[config.mk]
export PLATFORM = sky130hd
export DESIGN_NAME = membuf_nch
export DESIGN_NICKNAME = d
export VERILOG_FILES = /design/src/rtl/membuf_nch.sv
export SDC_FILE = /design/constraint.sdc
export NUM_CORES = 2
export LEC_CHECK = 0
export BUFFER_PORTS_ARGS = -buffer_cell sky130_fd_sc_hd__buf_2
export CAP_MARGIN = 20
export CORE_ASPECT_RATIO = 0.75
export CORE_MARGIN = 4
export CORE_UTILIZATION = 45
export DETAILED_ROUTE_END_ITERATION = 8
export GPL_TIMING_DRIVEN = 0
export HOLD_SLACK_MARGIN = 0.1
export SYNTH_ARGS = -nofsm -noshare
export SYNTH_HDL_FRONTEND = slang
export SYNTH_SLANG_ARGS = --single-unit
[constraint.sdc]
create_clock -name clk -period 29.3 [get_ports clk]
set_input_delay 1.465 -clock clk [delete_from_list [all_inputs] [get_ports clk]]
set_output_delay 1.465 -clock clk [all_outputs]
set_load 0.01 [all_outputs]
[src/rtl/membuf_nch.sv]
// Load/store buffer: up to CH ops per cycle are queued in program order in a
// DEPTH-entry ring and issued one at a time on the dmem request/response bus.
module membuf_nch #(
    parameter int XLEN   = 32,
    parameter int CH     = 3,
    parameter int DEPTH  = 8,
    parameter int PARA_W = 9
) (
    input  logic                 clk,
    input  logic                 rst,
    input  logic [CH-1:0]        mem_vld,
    input  logic [CH*PARA_W-1:0] mem_para,
    input  logic [CH*XLEN-1:0]   mem_addr,
    input  logic [CH*XLEN-1:0]   mem_wdata,
    output logic                 mem_release,
    output logic [4:0]           mem_sel,
    output logic [XLEN-1:0]      mem_data,
    output logic                 ovf_err,
    output logic                 dmem_req,
    output logic                 dmem_cmd,
    output logic [1:0]           dmem_width,
    output logic [XLEN-1:0]      dmem_addr,
    output logic [XLEN-1:0]      dmem_wdata,
    input  logic [XLEN-1:0]      dmem_rdata,
    input  logic                 dmem_resp
);

    localparam int PTR_W = $clog2(DEPTH);
    localparam int CNT_W = $clog2(DEPTH + 1);
    localparam logic [CNT_W-1:0] DEPTH_C = CNT_W'(DEPTH);
    localparam logic [CNT_W-1:0] CH_C    = CNT_W'(CH);

    typedef enum logic {
        S_IDLE,
        S_ISSUE
    } state_t;

    state_t r_state, w_state_nxt;

    logic [PARA_W-1:0] r_para  [DEPTH];
    logic [XLEN-1:0]   r_addr  [DEPTH];
    logic [XLEN-1:0]   r_wdata [DEPTH];

    logic [PTR_W-1:0] r_rd_ptr, r_wr_ptr;
    logic [CNT_W-1:0] r_count;
    logic             r_release, r_ovf;
    logic [4:0]       r_sel;
    logic [XLEN-1:0]  r_data;

    logic [CNT_W-1:0] w_free, w_n_push, w_count_nxt;
    logic [CH-1:0]    w_lane_acc;
    logic [PTR_W-1:0] w_lane_idx [CH];
    logic             w_drop, w_pop;

    logic [PARA_W-1:0] w_head_para;
    logic [XLEN-1:0]   w_head_addr, w_head_wdata;
    logic              w_head_cmd, w_head_sign;
    logic [1:0]        w_head_width;
    logic [4:0]        w_head_rd;
    logic [7:0]        w_ld_byte;
    logic [15:0]       w_ld_half;
    logic [XLEN-1:0]   w_ld_data;

    // Space is judged against the count at cycle start, so a same-cycle pop
    // never makes room for a push; lower lanes claim the free slots first.
    // NOTE: every always_comb output gets a default up front so no path leaves
    // a variable unassigned, which would otherwise infer a latch.
    always_comb begin
        w_free     = DEPTH_C - r_count;
        w_n_push   = '0;
        w_drop     = 1'b0;
        w_lane_acc = '0;
        for (int i = 0; i < CH; i++) begin
            w_lane_idx[i] = r_wr_ptr + w_n_push[PTR_W-1:0];
            if (mem_vld[i]) begin
                if (w_n_push < w_free) begin
                    w_lane_acc[i] = 1'b1;
                    w_n_push      = w_n_push + CNT_W'(1);
                end else begin
                    w_drop = 1'b1;
                end
            end
        end
    end

    assign w_pop       = (r_state == S_ISSUE) && dmem_resp;
    assign w_count_nxt = r_count + w_n_push - {{(CNT_W-1){1'b0}}, w_pop};

    always_comb begin
        w_state_nxt = r_state;
        case (r_state)
            S_IDLE:  if (w_count_nxt != '0) w_state_nxt = S_ISSUE;
            S_ISSUE: if (w_count_nxt == '0) w_state_nxt = S_IDLE;
        endcase
    end

    assign w_head_para  = r_para[r_rd_ptr];
    assign w_head_addr  = r_addr[r_rd_ptr];
    assign w_head_wdata = r_wdata[r_rd_ptr];
    assign w_head_sign  = w_head_para[8];
    assign w_head_width = w_head_para[7:6];
    assign w_head_cmd   = w_head_para[5];
    assign w_head_rd    = w_head_para[4:0];

    always_comb begin
        dmem_req   = 1'b0;
        dmem_cmd   = 1'b0;
        dmem_width = 2'd0;
        dmem_addr  = '0;
        dmem_wdata = '0;
        if (r_state == S_ISSUE) begin
            dmem_req   = 1'b1;
            dmem_cmd   = w_head_cmd;
            dmem_width = w_head_width;
            dmem_addr  = w_head_addr;
            case (w_head_width)
                2'd0:    dmem_wdata = {(XLEN/8){w_head_wdata[7:0]}};
                2'd1:    dmem_wdata = {(XLEN/16){w_head_wdata[15:0]}};
                default: dmem_wdata = w_head_wdata;
            endcase
        end
    end

    always_comb begin
        w_ld_byte = dmem_rdata[{w_head_addr[1:0], 3'b000} +: 8];
        w_ld_half = w_head_addr[1] ? dmem_rdata[16 +: 16] : dmem_rdata[0 +: 16];
        case (w_head_width)
            2'd0:    w_ld_data = {{(XLEN-8){w_head_sign & w_ld_byte[7]}}, w_ld_byte};
            2'd1:    w_ld_data = {{(XLEN-16){w_head_sign & w_ld_half[15]}}, w_ld_half};
            default: w_ld_data = dmem_rdata;
        endcase
    end

    // NOTE: sequential state uses non-blocking assignments only, so every
    // register samples the pre-edge values regardless of statement order.
    always_ff @(posedge clk or posedge rst) begin
        if (rst) r_state <= S_IDLE;
        else     r_state <= w_state_nxt;
    end

    always_ff @(posedge clk or posedge rst) begin
        if (rst) begin
            r_rd_ptr  <= '0;
            r_wr_ptr  <= '0;
            r_count   <= '0;
            r_release <= 1'b1;
            r_ovf     <= 1'b0;
            r_sel     <= '0;
            r_data    <= '0;
        end else begin
            r_wr_ptr  <= r_wr_ptr + w_n_push[PTR_W-1:0];
            r_count   <= w_count_nxt;
            r_release <= (DEPTH_C - w_count_nxt) >= CH_C;
            r_sel     <= '0;
            if (w_pop) r_rd_ptr <= r_rd_ptr + PTR_W'(1);
            if (w_drop) r_ovf <= 1'b1;
            if (w_pop && !w_head_cmd && (w_head_rd != 5'd0)) begin
                r_sel  <= w_head_rd;
                r_data <= w_ld_data;
            end
        end
    end

    // NOTE: the entry storage has no reset; an entry is only read after a push
    // has written it, and the empty count already marks stale slots invalid.
    always_ff @(posedge clk) begin
        for (int i = 0; i < CH; i++) begin
            if (w_lane_acc[i]) begin
                r_para[w_lane_idx[i]]  <= mem_para[i*PARA_W +: PARA_W];
                r_addr[w_lane_idx[i]]  <= mem_addr[i*XLEN +: XLEN];
                r_wdata[w_lane_idx[i]] <= mem_wdata[i*XLEN +: XLEN];
            end
        end
    end

    assign mem_release = r_release;
    assign mem_sel     = r_sel;
    assign mem_data    = r_data;
    assign ovf_err     = r_ovf;

endmodule

**Word-level counts from Yosys, hierarchy flattened**

Memories as Yosys holds them, arrays and structs flattened.
Index checks and enable logic that the tools add are counted.

- Memories kept: 3
- Input bits: 257
- Flip-flop bits (word level): 50
- Output and inout port bits: 107
- RAM bits: 584
- Word-level logic and storage cells: 74

- Shift-type cells: 1
- Magnitude comparators: 4
- Reductions and logical operators: 8
- Bitwise gates (word level): 3
- Muxes and demuxes: 36
- Equal/unequal tests: 1
- $add $sub $neg: 10

Memories:

| memory | words | width | rd ports | clocked after Yosys merged registers in | write ports | line | source |
|---|---|---|---|---|---|---|---|
| r_addr | 8 | 32 | 1 | 0 | 3 | 41 | `logic [XLEN-1:0] r_addr [DEPTH];` |
| r_wdata | 8 | 32 | 1 | 0 | 3 | 42 | `logic [XLEN-1:0] r_wdata [DEPTH];` |
| r_para | 8 | 9 | 1 | 0 | 3 | 40 | `logic [PARA_W-1:0] r_para [DEPTH];` |

Operators with widths:

| cell | number |
|---|---|
| 32-bit case mux with 2 select lines | 2 |
| 32-bit 2-to-1 mux | 2 |
| 32-bit by 6-bit variable part select with 8-bit output | 1 |
| 1-bit 2-to-1 mux | 23 |
| 4-bit 2-to-1 mux | 5 |
| 16-bit 2-to-1 mux | 1 |
| 3-bit adder | 3 |
| 4-bit by 1-bit adder with 4-bit output (second input constant) | 2 |
| 4-bit less-than comparator | 2 |
| 4-bit subtractor (first input constant) | 2 |
| 5-bit 2-to-1 mux | 1 |
| 5-bit nonzero test | 1 |
| 4-bit adder | 1 |
| 4-bit by 2-bit greater-or-equal comparator with 1-bit output (second input constant) | 1 |
| 4-bit logical NOT | 1 |
| 1-bit by 4-bit less-than comparator with 1-bit output (first input constant) | 1 |
| 4-bit nonzero test | 1 |
| 4-bit by 1-bit subtractor with 4-bit output | 1 |
| 3-bit by 1-bit adder with 3-bit output (second input constant) | 1 |
| 1-bit logical AND | 3 |
| 1-bit AND | 2 |
| 2-bit by 1-bit equality test with 1-bit output (second input constant) | 1 |
| 2-bit logical NOT | 1 |
| 2-bit 2-to-1 mux | 1 |
| other kinds (3) | 3 |

**Logic depth before layout (Yosys ltp)**

- Depth in word-level cells: 15
- Mapped depth: 22
- Depth with buffers taken out: 21

**Worst setup path before layout**

OpenSTA, ideal clock, no wires.

- Kind: input-to-reg
- Start point: in mem_vld[0]
- End point: mem r_addr[0][0], enable pin
- Slack: 18.059 ns
- Data required time: 28.545 ns
- Stages on the path: 5
- Buffers on the path: 1
- Setup time: 0.755 ns
- Arrival: 10.486 ns
- Path through: inv_1 > a31oi_1 > nand3_1 > clkbuf_1 > o311ai_0

RTL lines:

| what | line | source |
|---|---|---|
| start, declared | 11 | `input logic [CH-1:0] mem_vld,` |
| end, declared | 41 |  |

**Worst setup path in the final report**

- Start point: reg r_rd_ptr[1]
- End point: out dmem_wdata[23]

- Cells in the longest elaborated chain, start to end: 4
- Elaborated cells on any way between the ends: 6
- Classes of those cells: 1 x eq/ne; 2 x mux; 1 x reduce/logical; 2 x memory

Ends and longest elaborated chain:

| what | line | source |
|---|---|---|
| start, declared | 44 | `logic [PTR_W-1:0] r_rd_ptr, r_wr_ptr;` |
| start signal, assigned | 155 | `if (w_pop) r_rd_ptr <= r_rd_ptr + PTR_W'(1);` |
| memory read 8 x 9 bit | -- |  |
| 2-bit by 1-bit equality test with 1-bit output / 2-bit logical NOT (equally long branches) | 116 | `case (w_head_width)` |
| 32-bit case mux with 2 select lines * | 116 |  |
| 32-bit 2-to-1 mux * | 111 | `if (r_state == S_ISSUE) begin` |
| end, declared | 23 | `output logic [XLEN-1:0] dmem_wdata,` |

Mark *: on every way between the ends. The rest lies on a longest branch, timed or not.

==> impl_results.md <==
* Input/output buffers at 143
* # IOs at about 360
* Vias in the first global route at approximately 31000
* First-pass GRT wire length at 217000 um
* Initial DRC Count at 5202
* Register area share after synthesis at 48.8%
* Post-Synthesis Cell Area at a little under 40000 um2
* TritonCTS clock tree: built
* Layout filler cell count at roughly 7600
* Crit-path cells: buf_4 > buf_6 > buf_2 > buf_2 > buf_2 > buf_2 > mux4_2 > mux2i_1 > a22oi_1 > buf_2
* Vias per cell at ~6.3
* Layout cells sized above 1 at 19.3%
* TritonCTS Buffers at 69
* Most frequent cell after synthesis: nor2_1
* Post-synth ARST share at ~7.9%
* Synth-to-layout area growth at 13.2%
* Routed WL per cell at ~29 um
* # resized after CTS at 0
* Critical path required time at 27.83 ns
* Post-Route WL at ~150000 um
* Largest net degree at the start of global routing at 27
* Gr usage total at roughly a third
* Skew-Pair Late Insertion Delay at roughly 0.65 ns
* Gpl congestion at ~0.94
* CP dominant cell by count: buf_2
* Routed length on met2 at 63700 um
* Multi-input logic area at 17100 um2
* Die area at approximately 90000 um2
* Syn nets at approximately 4100
* Cts hold-fix bufs at 0
* Internal at 0.00336 W
* Comb power frac at between 50 and 60%
* Synth top cells by count: nor2_1 (674), nand2_1 (635), edfxtp_1 (584), mux2i_1 (374), a31oi_1 (319)
* Core footprint at between 80000 and 90000 um2
* Final setup vio count at 0
* Worst-path fanout max at 10
* CP Class: reg2out
* Synthesized instance count at between 3000 and 4000
* CP Capture Type: output pin
* Worst clock skew at 0.0319 ns
* Clock Tree Buf Depth at 3
* Total number of vias at roughly 34000
* Row count at 92
* Crit path largest cell delay at around 0.6 ns
* Area leader, netlist: edfxtp_1
* FF+latch count, synth at approximately 630
* Sw Ratio at 44.8%
* Register area at 18800 um2
* Psw at approximately 0.0027 W
* Share of power burned in registers at 30.3%
* Slew Viols, Final at 0
* WP buf/inv at 7
* CP Launch Type: flip-flop
* HP Class: reg2reg
* Setup TNS at 0 ns
* Routed wl met3 at between 20000 and 25000 um
* Avg Cell Area, Syn at roughly 10 um2
* Die width at approximately 350 um
* Most used DFF post-synth: edfxtp_1
* Final Critical Period at slightly above 6 ns
* Util after Layout at between 50% and 60%
* Pwr Total at slightly above 0.006 W
* Reg clk slew, reported paths at roughly 0.070 ns
* Power per cell area at between 100 and 150 nW/um2
* Largest delay share family, worst path: buffers and inverters
* Hpwl dp at around 110000 um
* Final hold violations at 0
* Number of nets at the end of the flow at 4376
* Crit-path slowest cell: mux2i_1
* Post-DRT Antenna Nets at 0
* VDD IR max at approximately 0.000070 V
* DRT Pass-1 Iters at 9
* Drc violations at 0
* Initial antenna violation count at 37
* Synth top area cells: edfxtp_1 (46%), mux2i_1 (9.7%), mux4_2 (8.6%)
* Arr. time, crit path at approximately 4.7 ns
* Setup repair bufs after CTS at 0
* Final Cycle Share at about a fifth
* Wire length on met1 at about 60000 um
* Worst rel slew slack at approximately a quarter
* H-tree depth at 3
* Syn. warnings at 0
* Worst-Margin Slew at 1.11 ns
* Initial Util at 45.6%
* Max Cap Violations at 0
* Clock sink count at 634
* Die Ht at 261 um
* F_max at 0.162 GHz
* Post-synth cell types at 63
* Post-synth EDFFs at approximately 600
* Status: completed
* Post-synth top area share at 45.5%
* Clk pwr share at roughly 14%
* RSZ-0062 raised after global routing: false
* Leakage at about 16 nW
* Grt ovf at 0
* Root buffer cell: clkbuf_16
* DR top layer: met5
-- final timing paths --
check,start,end,slack (ns),cells past startpoint
setup reg to reg,r_count[0],r_addr[1][6],23.83,21
setup / recovery,r_rd_ptr[1],dmem_wdata[23],23.13,10
hold reg to reg,mem_data[4],mem_data[4],0.53,2
min in group asynchronous,rst,mem_data[4],0.89,2
hold / removal,mem_data[4],mem_data[4],0.53,2
max in group asynchronous,rst,mem_release,27.75,3
-- per-stage QoR --
stage	hold WS [ns]	std cells	instance area, um2	setup WS (ns)
after floorplan	0.513	3808	38500	18.06
after global placement	0.513	5079	40600	7.13
after detailed placement	0.528	5159	41500	23.22
after CTS	0.541	5275	43500	23.21
after global routing	0.554	5294	43600	23.08
final	0.532	5306	43600	23.13
-- placed cells by master (no fill, tap or decap), types with 4 or more instances in the layout --
cell type / count
buf_6: 34
a22oi_1: 24
nand2_1: 635
a31oi_1: 319
ha_1: 14
nor2b_1: 6
clkinv_2: 10
buf_4: 101
buf_2: 376
clkbuf_16: 71
dfrtp_1: 49
a21boi_0: 4
mux2_2: 13
diode_2: 30
nor2_1: 674
xnor2_1: 10
edfxtp_1: 584
inv_1: 30
a211o_1: 6
clkinv_1: 10
mux4_2: 147
buf_1: 30
nand2b_1: 6
o311ai_2: 6
and3_1: 5
a21oi_1: 309
buf_12: 10
a211oi_1: 15
a21o_1: 5
nand3_1: 6
o21ai_0: 6
or3_1: 5
mux2i_1: 374
clkbuf_1: 195
-- power by group through the flow --
stage          logic (W)  clock network, W  registers, W
4_1_cts          0.00331          0.000839       0.00184
2_1_floorplan    0.00194                 0       0.00197
3_3_place_gp     0.00309                 0       0.00221
6_report         0.00340          0.000839       0.00184
3_5_place_dp     0.00330                 0       0.00185
5_1_grt          0.00355          0.000874       0.00187
-- cell families (layout without fill, tap and decap cells) --
| family | Yosys count | count (layout) | synth area share (%) |
|---|---|---|---|
| and+or+nand+nor | 1351 | 1351 | 13.5 |
| other | 0 | 30 | 0 |
| AOI/OAI and AO/OA | 717 | 717 | 11.1 |
| buffers and inverters | 543 | 883 | 7.05 |
| muxes | 534 | 534 | 18.7 |
| adders and majority gates | 16 | 16 | 0.559 |
| xor gates and xnor gates | 13 | 13 | 0.296 |
| DFF | 634 | 634 | 48.8 |
-- layout make-up --
class,count,area share (%)
antenna,30,0.172
buffer,511,5.95
clock buffer,91,4.27
clock inverter,25,0.393
inverter,32,0.276
multi-input combinational,2631,39.1
sequential,634,43.1
tap,1128,3.24
timing repair buffer,224,3.48
-- flip-flops by register name, indices dropped and copies added (netlist names) --
| signal | cells |
|---|---|
| mem_data | 32 |
| mem_release | 1 |
| mem_sel | 5 |
| ovf_err | 1 |
| r_addr | 256 |
| r_count | 4 |
| r_para | 72 |
| r_rd_ptr | 3 |
| r_state | 1 |
| r_wdata | 256 |
| r_wr_ptr | 3 |
-- worst reg2reg max path: stages, from the launching register on --
cell and delay, ns:
dfrtp_1 0.49, inv_1 0.13, ha_1 0.17, nor2b_1 0.28
and4_1 0.23, buf_2 0.22, nor2_1 0.09, ha_1 0.33
nand2_1 0.08, o31ai_1 0.16, ha_1 0.25, ha_1 0.19
a31oi_1 0.18, xnor2_1 0.24, nand2b_1 0.18, a211o_1 0.14
buf_4 0.29, buf_2 0.40, o311ai_2 0.44, buf_4 0.35
buf_6 0.17, buf_4 0.20
-- metal layers --
| metal | track usage (%) | vias to the layer above |
|---|---|---|
| met1 | 46.1 | 16211 |
| li1 | - | 14239 |
| met2 | 46.3 | 2626 |
| met5 | 0.837 | - |
| met3 | 11.0 | 442 |
| met4 | 13.1 | 18 |
Power figures use the tool's default switching activity.
